==> config.mk <==
export PLATFORM = sky130hd
export DESIGN_NAME = periph_mmu
export DESIGN_NICKNAME = d
export VERILOG_FILES = /design/src/rtl/periph_mmu_pkg.sv /design/src/rtl/periph_mmu_gpio.sv /design/src/rtl/periph_mmu.sv
export SDC_FILE = /design/constraint.sdc
export NUM_CORES = 1
export LEC_CHECK = 0
export BUFFER_PORTS_ARGS = -buffer_cell sky130_fd_sc_hd__buf_4
export CORE_MARGIN = 4
export CORE_UTILIZATION = 46
export CTS_BUF_LIST = sky130_fd_sc_hd__clkbuf_8
export CTS_CLUSTER_DIAMETER = 40
export CTS_CLUSTER_SIZE = 24
export DETAILED_ROUTE_END_ITERATION = 12
export MAX_ROUTING_LAYER = met4
export PLACE_DENSITY_LB_ADDON = 0.3
export SETUP_SLACK_MARGIN = 0.2
export SLEW_MARGIN = 20
export SYNTH_ARGS = -nofsm -noshare
export SYNTH_HDL_FRONTEND = slang
export SYNTH_HIERARCHICAL = 1
export SYNTH_SLANG_ARGS = --single-unit
==> constraint.sdc <==
create_clock -name clk -period 2.2 [get_ports clk]
set_clock_uncertainty 0.15 [all_clocks]
set_input_delay 0.44 -clock clk [delete_from_list [all_inputs] [get_ports clk]]
set_output_delay 0.44 -clock clk [all_outputs]
set_load 0.01 [all_outputs]
==> src/rtl/periph_mmu_pkg.sv <==
// Shared constants, FSM state type and address-region decode for periph_mmu.
package periph_mmu_pkg;

  localparam logic [31:0] GpioDirAddr = 32'h0000_0100;
  localparam logic [31:0] GpioOutAddr = 32'h0000_0104;
  localparam logic [31:0] GpioInAddr  = 32'h0000_0108;
  localparam logic [31:0] TimerBase   = 32'h0000_0110;
  localparam logic [31:0] StorageBase = 32'h0000_1000;

  typedef enum logic [1:0] {StIdle, StMem, StResp} state_e;

  typedef enum logic [2:0] {
    RegRsvd, RegGpioDir, RegGpioOut, RegGpioIn, RegTimer, RegStorage
  } region_e;

  // Region is decoded on the word address; alignment is checked separately.
  function automatic region_e decode_region(input logic [31:0] addr,
                                            input int unsigned timer_n);
    logic [31:0] word;
    word = {addr[31:2], 2'b00};
    if (addr >= StorageBase) return RegStorage;
    if (word == GpioDirAddr) return RegGpioDir;
    if (word == GpioOutAddr) return RegGpioOut;
    if (word == GpioInAddr) return RegGpioIn;
    if (word >= TimerBase && word < TimerBase + 32'(4 * timer_n)) return RegTimer;
    return RegRsvd;
  endfunction

endpackage

==> src/rtl/periph_mmu_gpio.sv <==
// GPIO direction/output registers with byte-enable merge, plus a 2-flop input synchronizer.
module periph_mmu_gpio #(
  parameter int unsigned GPIO_N = 10
) (
  input  logic              clk,
  input  logic              rst,
  input  logic              dir_we_i,
  input  logic              out_we_i,
  input  logic [3:0]        be_i,
  input  logic [GPIO_N-1:0] wdata_i,
  input  logic [GPIO_N-1:0] gpio_in_i,
  output logic [GPIO_N-1:0] dir_o,
  output logic [GPIO_N-1:0] out_o,
  output logic [GPIO_N-1:0] in_sync_o
);

  logic [GPIO_N-1:0] dir_q, dir_d, out_q, out_d, sync1_q, sync2_q;
  logic              unused_be;

  // Narrow GPIO widths leave the upper byte enables without a lane.
  assign unused_be = ^be_i;

  always_comb begin
    dir_d = dir_q;
    out_d = out_q;
    for (int b = 0; b < GPIO_N; b++) begin
      if (dir_we_i && be_i[b/8]) dir_d[b] = wdata_i[b];
      if (out_we_i && be_i[b/8]) out_d[b] = wdata_i[b];
    end
  end

  always_ff @(posedge clk) begin
    if (!rst) begin
      dir_q   <= '0;
      out_q   <= '0;
      sync1_q <= '0;
      sync2_q <= '0;
    end else begin
      dir_q   <= dir_d;
      out_q   <= out_d;
      sync1_q <= gpio_in_i;
      sync2_q <= sync1_q;
    end
  end

  assign dir_o     = dir_q;
  assign out_o     = out_q;
  assign in_sync_o = sync2_q;

endmodule

==> src/rtl/periph_mmu.sv <==
// Core-facing MMU splitting accesses between GPIO, timers and external storage.
// Optional storage watchdog is enabled by defining PERIPH_MMU_TIMEOUT_EN.
module periph_mmu
  import periph_mmu_pkg::*;
#(
  parameter int unsigned MEM_W       = 32,
  parameter int unsigned GPIO_N      = 10,
  parameter int unsigned TIMER_N     = 2,
  parameter int unsigned TIMEOUT_CYC = 1024
) (
  input  logic               clk,
  input  logic               rst,
  input  logic               req_i,
  input  logic [31:0]        addr_i,
  input  logic               we_i,
  input  logic [MEM_W/8-1:0] be_i,
  input  logic [MEM_W-1:0]   wdata_i,
  output logic               gnt_o,
  output logic               rvalid_o,
  output logic               err_o,
  output logic [MEM_W-1:0]   rdata_o,
  output logic               st_req_o,
  output logic               st_we_o,
  output logic [31:0]        st_addr_o,
  output logic [MEM_W/8-1:0] st_be_o,
  output logic [MEM_W-1:0]   st_wdata_o,
  input  logic               st_rvalid_i,
  input  logic [MEM_W-1:0]   st_rdata_i,
  input  logic [TIMER_N-1:0] timer_high_i,
  output logic [TIMER_N-1:0] timer_set_o,
  output logic [31:0]        timer_val_o,
  output logic [GPIO_N-1:0]  gpio_oe_o,
  output logic [GPIO_N-1:0]  gpio_out_o,
  input  logic [GPIO_N-1:0]  gpio_in_i
);

  state_e              state_q, state_d;
  logic [31:0]         addr_q;
  logic                we_q;
  logic [MEM_W/8-1:0]  be_q;
  logic [MEM_W-1:0]    wdata_q, st_rdata_q;
  logic                st_err_q;
  region_e             region;
  logic                grant, acc_err, timeout, dir_we, out_we;
  logic [2:0]          tidx;
  logic [31:0]         rd32;
  logic [GPIO_N-1:0]   gpio_dir, gpio_out, gpio_sync;

  // Gate with reset so a request is never acknowledged and then dropped.
  assign grant   = rst && req_i && (state_q == StIdle);
  assign region  = decode_region(addr_q, TIMER_N);
  assign acc_err = (region == RegRsvd) || (region != RegStorage && addr_q[1:0] != 2'b00) ||
                   (region == RegGpioIn && we_q);
  assign tidx    = 3'((addr_q - TimerBase) >> 2);

`ifdef PERIPH_MMU_TIMEOUT_EN
  localparam int unsigned CntW = $clog2(TIMEOUT_CYC);
  logic [CntW-1:0] cnt_q;

  assign timeout = (state_q == StMem) && (cnt_q == CntW'(TIMEOUT_CYC - 1));

  always_ff @(posedge clk) begin
    if (!rst)                  cnt_q <= '0;
    else if (grant)            cnt_q <= '0;
    else if (state_q == StMem) cnt_q <= cnt_q + 1'b1;
  end
`else
  logic unused_timeout_cyc;
  assign unused_timeout_cyc = ^TIMEOUT_CYC;
  assign timeout = 1'b0;
`endif

  always_ff @(posedge clk) begin
    if (!rst) state_q <= StIdle;
    else      state_q <= state_d;
  end

  always_comb begin
    state_d = state_q;
    unique case (state_q)
      StIdle: if (req_i) state_d = (decode_region(addr_i, TIMER_N) == RegStorage) ? StMem : StResp;
      StMem:  if (st_rvalid_i || timeout) state_d = StResp;
      StResp: state_d = StIdle;
      default: state_d = StIdle;
    endcase
  end

  always_ff @(posedge clk) begin
    if (!rst) begin
      addr_q     <= '0;
      we_q       <= 1'b0;
      be_q       <= '0;
      wdata_q    <= '0;
      st_rdata_q <= '0;
      st_err_q   <= 1'b0;
    end else begin
      if (grant) begin
        addr_q  <= addr_i;
        we_q    <= we_i;
        be_q    <= be_i;
        wdata_q <= wdata_i;
      end
      if (state_q == StMem) begin
        // Storage completion beats a coincident watchdog expiry.
        if (st_rvalid_i) begin
          st_rdata_q <= st_rdata_i;
          st_err_q   <= 1'b0;
        end else if (timeout) begin
          st_rdata_q <= '0;
          st_err_q   <= 1'b1;
        end
      end
    end
  end

  always_comb begin
    gnt_o       = grant;
    rvalid_o    = 1'b0;
    err_o       = 1'b0;
    rdata_o     = '0;
    rd32        = '0;
    timer_set_o = '0;
    timer_val_o = '0;
    dir_we      = 1'b0;
    out_we      = 1'b0;
    st_req_o    = (state_q == StMem);
    st_we_o     = st_req_o && we_q;
    st_addr_o   = st_req_o ? addr_q : '0;
    st_be_o     = st_req_o ? be_q : '0;
    st_wdata_o  = st_req_o ? wdata_q : '0;
    if (state_q == StResp) begin
      rvalid_o = 1'b1;
      if (region == RegStorage) begin
        err_o   = st_err_q;
        rdata_o = st_rdata_q;
      end else if (acc_err) begin
        err_o = 1'b1;
      end else begin
        unique case (region)
          RegGpioDir: begin
            dir_we = we_q;
            rd32   = 32'(gpio_dir);
          end
          RegGpioOut: begin
            out_we = we_q;
            rd32   = 32'(gpio_out);
          end
          RegGpioIn: rd32 = 32'(gpio_sync);
          RegTimer: begin
            for (int i = 0; i < TIMER_N; i++) begin
              if (tidx == 3'(i)) begin
                if (we_q) begin
                  timer_set_o[i] = 1'b1;
                  timer_val_o    = wdata_q[31:0];
                end else begin
                  rd32 = 32'(timer_high_i[i]);
                end
              end
            end
          end
          default: ;
        endcase
        if (!we_q) rdata_o = MEM_W'(rd32);
      end
    end
  end

  periph_mmu_gpio #(
    .GPIO_N(GPIO_N)
  ) u_gpio (
    .clk      (clk),
    .rst      (rst),
    .dir_we_i (dir_we),
    .out_we_i (out_we),
    .be_i     (be_q[3:0]),
    .wdata_i  (wdata_q[GPIO_N-1:0]),
    .gpio_in_i(gpio_in_i),
    .dir_o    (gpio_dir),
    .out_o    (gpio_out),
    .in_sync_o(gpio_sync)
  );

  assign gpio_oe_o  = gpio_dir;
  assign gpio_out_o = gpio_out & gpio_dir;

endmodule

==> summary.txt, run 1 <==
overall fraction of global-route tracks in use: 28.7%
internal power component: 0.00430 W
setup repair after global routing missed its margin: true
initial antenna violation count: 0
overflow left after global routing: 0
cell area after synthesis: 7130 µm²
worst setup margin: -0.814 ns
pin count of the biggest net entering global routing: 162
area of the multi-input gates: 4490 µm²
switching power as a share of total power: 30.0%
H-tree depth: 4
static leakage: 5.33 nW
required time of the critical path: 1.61 ns
MaxCap Viol Count: 0
Core Region: 15,200 µm²
Max Clk Rate: 332 MHz
clock tree from TritonCTS: done
fraction of layout instances using a drive strength above 1: 50.2%
clock slew at reported path FFs: 0.09 ns
Post-synth EDFFs: 0
synth-to-layout area growth: 66.0%
gate count of the mapped netlist: 868
number of max-slew violations in the final report: 0
worst path cell trace: or4b_4 -> nor4b_4 -> nand3b_4 -> buf_12 -> nor4_4 -> buf_4
clock sinks: 143
fraction of registers with async set/reset: 0%
launching element type of the critical path: flop
net count of the finished layout: 1,318
Total Power: 0.00615 W
number of CTS-inserted buffers: 17
path class of the lowest-slack min-delay path: in -> reg
wire length of the first global-routing pass: 39.3 mm
critical path's largest stage delay: 0.55 ns
Routed Antenna Nets: 0
Worst setup EP type: primary output
clock insertion delay at the later pin of the skew report: 0.45 ns
period utilization: 137%
Via Count: 7,354
drt total wl: 25.9 mm
violations in the final reports: negative setup slack
switching power: 0.00185 W
warnings from Yosys: 6
First-pass DRT Iterations: 7
final hold viol count: 0
outcome: finished, violations left
cell with the largest stage delay on the worst path: or4b_4
Synth Net Count: 985
total negative setup slack: -54.22 ns
power per standard cell area: 519 nW/µm²
starting DRC count in detailed routing: 444
CP Class: reg -> out
sequential share of power: 45.5%
Avg Synthesized Cell Area: 8.21 µm²
horizontal die dimension: 132 µm
sequential fraction of the synthesis area: 40.2%
via-per-instance ratio: 5.25
routability congestion estimate: 0.836
synthesis-stage register bit count: 143
top-area cell type share of the netlist area: 40.2%
wire length per cell: 18.5 µm
portion of total power attributed to the clock network: 34.5%
worst r2r src: addr_q[9]
final critical delay including setup and external delays: 3.01 ns
highest net fanout along the worst path: 21
ant diodes: 0
Reg area: 2870 µm²
layout filler cell count: 1,024
startpoint of the worst hold path: gpio_in_i[6]
arrival time of the worst setup path: 2.42 ns
Main synth FF type: dfxtp_1
cell taking the most area after synthesis: dfxtp_1
count of pins on the block boundary: 276
combinational fraction of design power: 20.0%
count leader, synth: nand2_1
post-route core utilization: 77.9%
residual DRC count: 0
input/output buffers: 275
vias in the first global route: 7,363
Placement Rows: 45
leading post-synthesis cells by instance count: nand2_1 (231), dfxtp_1 (143), and2_1 (124)
Setup crit start: addr_q[9]
top area cells in the synthesized netlist: dfxtp_1 (40%), nand2_1 (12%), and2_1 (11%), a21boi_0 (11%), nor4_2 (4.9%)
worst slew pin tran: 0.600 ns
number of buffers on the longest clock path: 2
number of library cell types mapped by synthesis: 40
relative slew slack: 60.0%
endpoints failing setup: 156
die area: 17,600 µm²
initial cell density of the core: 46.9%
Clk Tree Root Cell: clkbuf_8
Die Y-Extent: 132 µm
worst vdd rail ir drop: 0.398 mV
Final HPWL DP: 16.1 mm
==> logic make-up (layout without fill, tap and decap cells) <==
| logic type | after synthesis | count (layout) | share of synthesized area [%] |
|---|---|---|---|
| AO/OA/AOI/OAI | 155 | 155 | 16.2 |
| buffers and inverters | 108 | 454 | 6.76 |
| flip-flops | 143 | 143 | 40.2 |
| multiplexers | 15 | 15 | 2.12 |
| AND/OR/NAND/NOR | 447 | 447 | 34.8 |
==> power by group through the flow <==
stage	clock network [W]	logic (W)	registers (W)
2_1_floorplan	0	0.000479	0.00282
3_5_place_dp	0	0.000949	0.00284
3_3_place_gp	0	0.000940	0.00284
4_1_cts	0.00215	0.00114	0.00279
6_report	0.00212	0.00123	0.00280
5_1_grt	0.00227	0.00132	0.00281
==> per-stage QoR <==
stage | instance area, µm² | hold WS, ns | std cells | setup slack (ns)
after floorplan | 7450 | 0.262 | 868 | -0.157
after global placement | 10100 | 0.265 | 1341 | -0.313
after detailed placement | 10100 | 0.271 | 1341 | -0.351
after CTS | 11400 | 0.00999 | 1396 | -0.810
after global routing | 11800 | 0.00876 | 1402 | -0.918
final | 11800 | 0.0378 | 1402 | -0.814
==> routing by layer <==
metal / global-route usage [%] / vias to the layer above / wire (µm)
met4: 8.72 / 0 / 690
met5: - / - / 0
met2: 48.4 / 274 / 13100
met1: 33.9 / 3462 / 10400
met3: 7.34 / 53 / 1740
li1: - / 3565 / -
==> layout make-up <==
cell class                 instances  area share, %
inverter                          35           1.11
multi-input combinational        617           38.0
clock inverter                    15           1.45
tap                              188           1.99
sequential                       143           24.3
timing repair buffer             387           31.3
clock buffer                      17           1.98
==> sequential cells by signal, summed over array words and instances, names as in the netlist <==
signal and flops:
addr_q 32, st_rdata_q 32, wdata_q 32, u_gpio/dir_o 10, u_gpio/in_sync_o 10, u_gpio/out_o 10
u_gpio/sync1_q 10, be_q 4, state_q 2, we_q 1
==> cell usage in the layout (no fill, tap or decap), types with 3 or more instances in the layout <==
master / n
nor4_1: 5
inv_1: 34
nor4_4: 36
inv_6: 7
buf_6: 117
dfxtp_2: 3
o21ai_2: 16
mux2i_1: 14
buf_16: 6
nand2_2: 4
a21boi_0: 77
clkbuf_16: 3
a21oi_2: 9
clkbuf_8: 17
buf_12: 14
o2bb2ai_1: 9
and2_1: 30
nor4_2: 6
o21ai_0: 11
nand2_1: 226
buf_4: 246
nand4_1: 25
a21boi_1: 22
dfxtp_1: 139
and2_4: 95
a21boi_2: 3
==> repair_timing <==
action | CTS | global route
resized for setup | 181 | 106
endpoints found under the setup margin | 158 | 190
cloned | 11 | 4
hold buffers | 0 | 0
setup buffers | 12 | 2
pin swaps | 56 | 25
==> critical path, delay by kind of cell (launching register included) <==
family	cells	cell delay, ns
flip-flops	1	0.33
buffers and inverters	2	0.40
AND/OR/NAND/NOR	4	1.24
==> path summary, 6_finish.rpt <==
check | end | slack (ns) | cells past startpoint
hold / removal | u_gpio/sync1_q[6] | 0.04 | 2
setup / recovery | timer_val_o[10] | -0.81 | 6
hold reg to reg | u_gpio/in_sync_o[3] | 0.28 | 1
setup reg to reg | u_gpio/dir_o[1] | -0.36 | 9
Power figures use the tool's default switching activity.
==> run 2, diff against run 1 <==
Settings changed: BUFFER_PORTS_ARGS -buffer_cell sky130_fd_sc_hd__buf_4 to -buffer_cell sky130_fd_sc_hd__buf_2, SKIP_CTS_REPAIR_TIMING from default to 1.
==> summary.txt, run 2 (synthesis results as in run 1) <==
outcome: finished, violations left (unchanged)
violations in the final reports: negative setup slack (unchanged)
drt total wl: 24.8 mm (was 25.9 mm)
Max Clk Rate: 322 MHz (was 332 MHz)
CP Class: reg -> out (unchanged)
H-tree depth: 4 (unchanged)
combinational fraction of design power: 18.5% (was 20.0%)
switching power: 0.00186 W (was 0.00185 W)
overflow left after global routing: 0 (unchanged)
worst setup margin: -0.907 ns (was -0.814 ns)
clock insertion delay at the later pin of the skew report: 0.45 ns (about the same)
Via Count: 7,305 (was 7,354)
Largest delay share family, worst path: simple AND/OR/NAND/NOR gates (unchanged)
fraction of layout instances using a drive strength above 1: 49.6% (was 50.2%)
input/output buffers: 275 (unchanged)
Placement Rows: 45 (unchanged)
count of buffer and inverter cells on the critical path: 2 (unchanged)
final hold viol count: 0 (unchanged)
worst vdd rail ir drop: 0.566 mV (was 0.398 mV)
synth-to-layout area growth: 58.1% (was 66.0%)
Core Region: 15,200 µm² (unchanged)
wire length of the first global-routing pass: 33.5 mm (was 39.3 mm)
routability congestion estimate: 0.839 (was 0.836)
overall fraction of global-route tracks in use: 24.0% (was 28.7%)
highest net fanout along the worst path: 3 (was 21)
switching power as a share of total power: 30.6% (was 30.0%)
arrival time of the worst setup path: 2.52 ns (was 2.42 ns)
Die Y-Extent: 132 µm (unchanged)
most common cell after layout, fill and taps aside: nand2_1 (was buf_4)
clock sinks: 143 (unchanged)
required time of the critical path: 1.61 ns (about the same)
clock tree from TritonCTS: done (unchanged)
ant diodes: 0 (unchanged)
number of max-slew violations in the final report: 0 (unchanged)
Routed Antenna Nets: 0 (unchanged)
period utilization: 141% (was 137%)
horizontal die dimension: 132 µm (unchanged)
Fin Hold WS: 0.0312 ns (was 0.0378 ns)
starting DRC count in detailed routing: 498 (was 444)
relative slew slack: 60.0% (about the same)
path class of the lowest-slack min-delay path: in -> reg (unchanged)
number of buffers on the longest clock path: 2 (unchanged)
Worst setup EP type: primary output (unchanged)
most used cells in the layout excluding fill and tap cells: nand2_1 (228), buf_2 (180), dfxtp_1 (136) (was buf_4 (246), nand2_1 (226), dfxtp_1 (139))
endpoints failing setup: 143 (was 156)
portion of total power attributed to the clock network: 35.4% (was 34.5%)
wire length per cell: 17.7 µm (was 18.5 µm)
worst path cell trace: or4_4 -> nor4b_4 -> nand3b_4 -> buf_12 -> nor4_4 -> buf_2 (was or4b_4 -> nor4b_4 -> nand3b_4 -> buf_12 -> nor4_4 -> buf_4)
die area: 17,600 µm² (unchanged)
sequential share of power: 46.1% (was 45.5%)
setup repair after global routing missed its margin: true (unchanged)
MaxCap Viol Count: 0 (unchanged)
First-pass DRT Iterations: 5 (was 7)
via-per-instance ratio: 5.23 (was 5.25)
initial cell density of the core: 46.9% (unchanged)
final critical delay including setup and external delays: 3.11 ns (was 3.01 ns)
Non-Filler Instances: 1,398 (was 1,402)
internal power component: 0.00421 W (was 0.00430 W)
largest registers: addr_q (32), st_rdata_q (32), wdata_q (32) (unchanged)
number of placed instances, taps included: 1,340 (was 1,341)
number of CTS-inserted buffers: 17 (unchanged)
residual DRC count: 0 (unchanged)
cell with the largest stage delay on the worst path: or4_4 (was or4b_4)
worst slew pin tran: 0.600 ns (about the same)
initial antenna violation count: 0 (unchanged)
clock slew at reported path FFs: 0.09 ns (about the same)
pin count of the biggest net entering global routing: 162 (unchanged)
static leakage: 5.21 nW (was 5.33 nW)
critical path's largest stage delay: 0.56 ns (was 0.55 ns)
vias in the first global route: 6,534 (was 7,363)
Final HPWL DP: 15.7 mm (was 16.1 mm)
net count of the finished layout: 1,314 (was 1,318)
Clk Tree Root Cell: clkbuf_8 (unchanged)
launching element type of the critical path: flop (unchanged)
count of pins on the block boundary: 276 (unchanged)
power per standard cell area: 539 nW/µm² (was 519 nW/µm²)
## run 2: path summary, 6_finish.rpt
kind	to	from	depth (start not counted)	slack [ns]
hold reg to reg	u_gpio/in_sync_o[6]	u_gpio/sync1_q[6]	1	0.29
setup reg to reg	u_gpio/dir_o[0]	addr_q[1]	10	-0.51
hold / removal	u_gpio/sync1_q[9]	gpio_in_i[9]	2	0.03
setup / recovery	timer_val_o[22]	addr_q[1]	6	-0.91
## run 2: power by group through the flow
stage,Combinational (W),Clock (W),Sequential (W)
global route,0.00121,0.00229,0.00281
CTS,0.000871,0.00218,0.00278
global placement,0.000857,0,0.00284
detailed placement,0.000869,0,0.00284
floorplan,0.000479,0,0.00282
finish,0.00113,0.00215,0.00280
## run 2: layout make-up
class / count / area, µm²
clock buffer: 17 / 234
sequential: 143 / 2870
multi-input combinational: 617 / 4470
inverter: 35 / 131
clock inverter: 15 / 161
tap: 188 / 235
fill: 1087 / 3930
timing repair buffer: 383 / 3170
## run 2: metrics by stage
stage | util, % | setup slack [ns] | power [W] | TNS (ns) | area [µm²]
2_1_floorplan | - | -0.157 | 0.00330 | -7.20 | 7450
3_3_place_gp | 62.2 | -0.360 | 0.00369 | -23.71 | 9460
3_5_place_dp | 62.2 | -0.415 | 0.00371 | -26.41 | 9460
4_1_cts | 64.8 | -0.928 | 0.00583 | -61.48 | 9850
5_1_grt | 74.1 | -0.963 | 0.00631 | -73.33 | 11300
6_report | 74.1 | -0.907 | 0.00607 | -62.76 | 11300
## run 2: layer usage
metal  up-vias  track usage, %  share of wire (%)  routed length, µm
met1      3439            29.5                 41              10300
met2       281            39.1                 50              12400
met3        36            6.27                7.0               1730
met4         0            6.93                1.6                397
met5         -               -                  0                  0
li1       3549               -                  -                  -
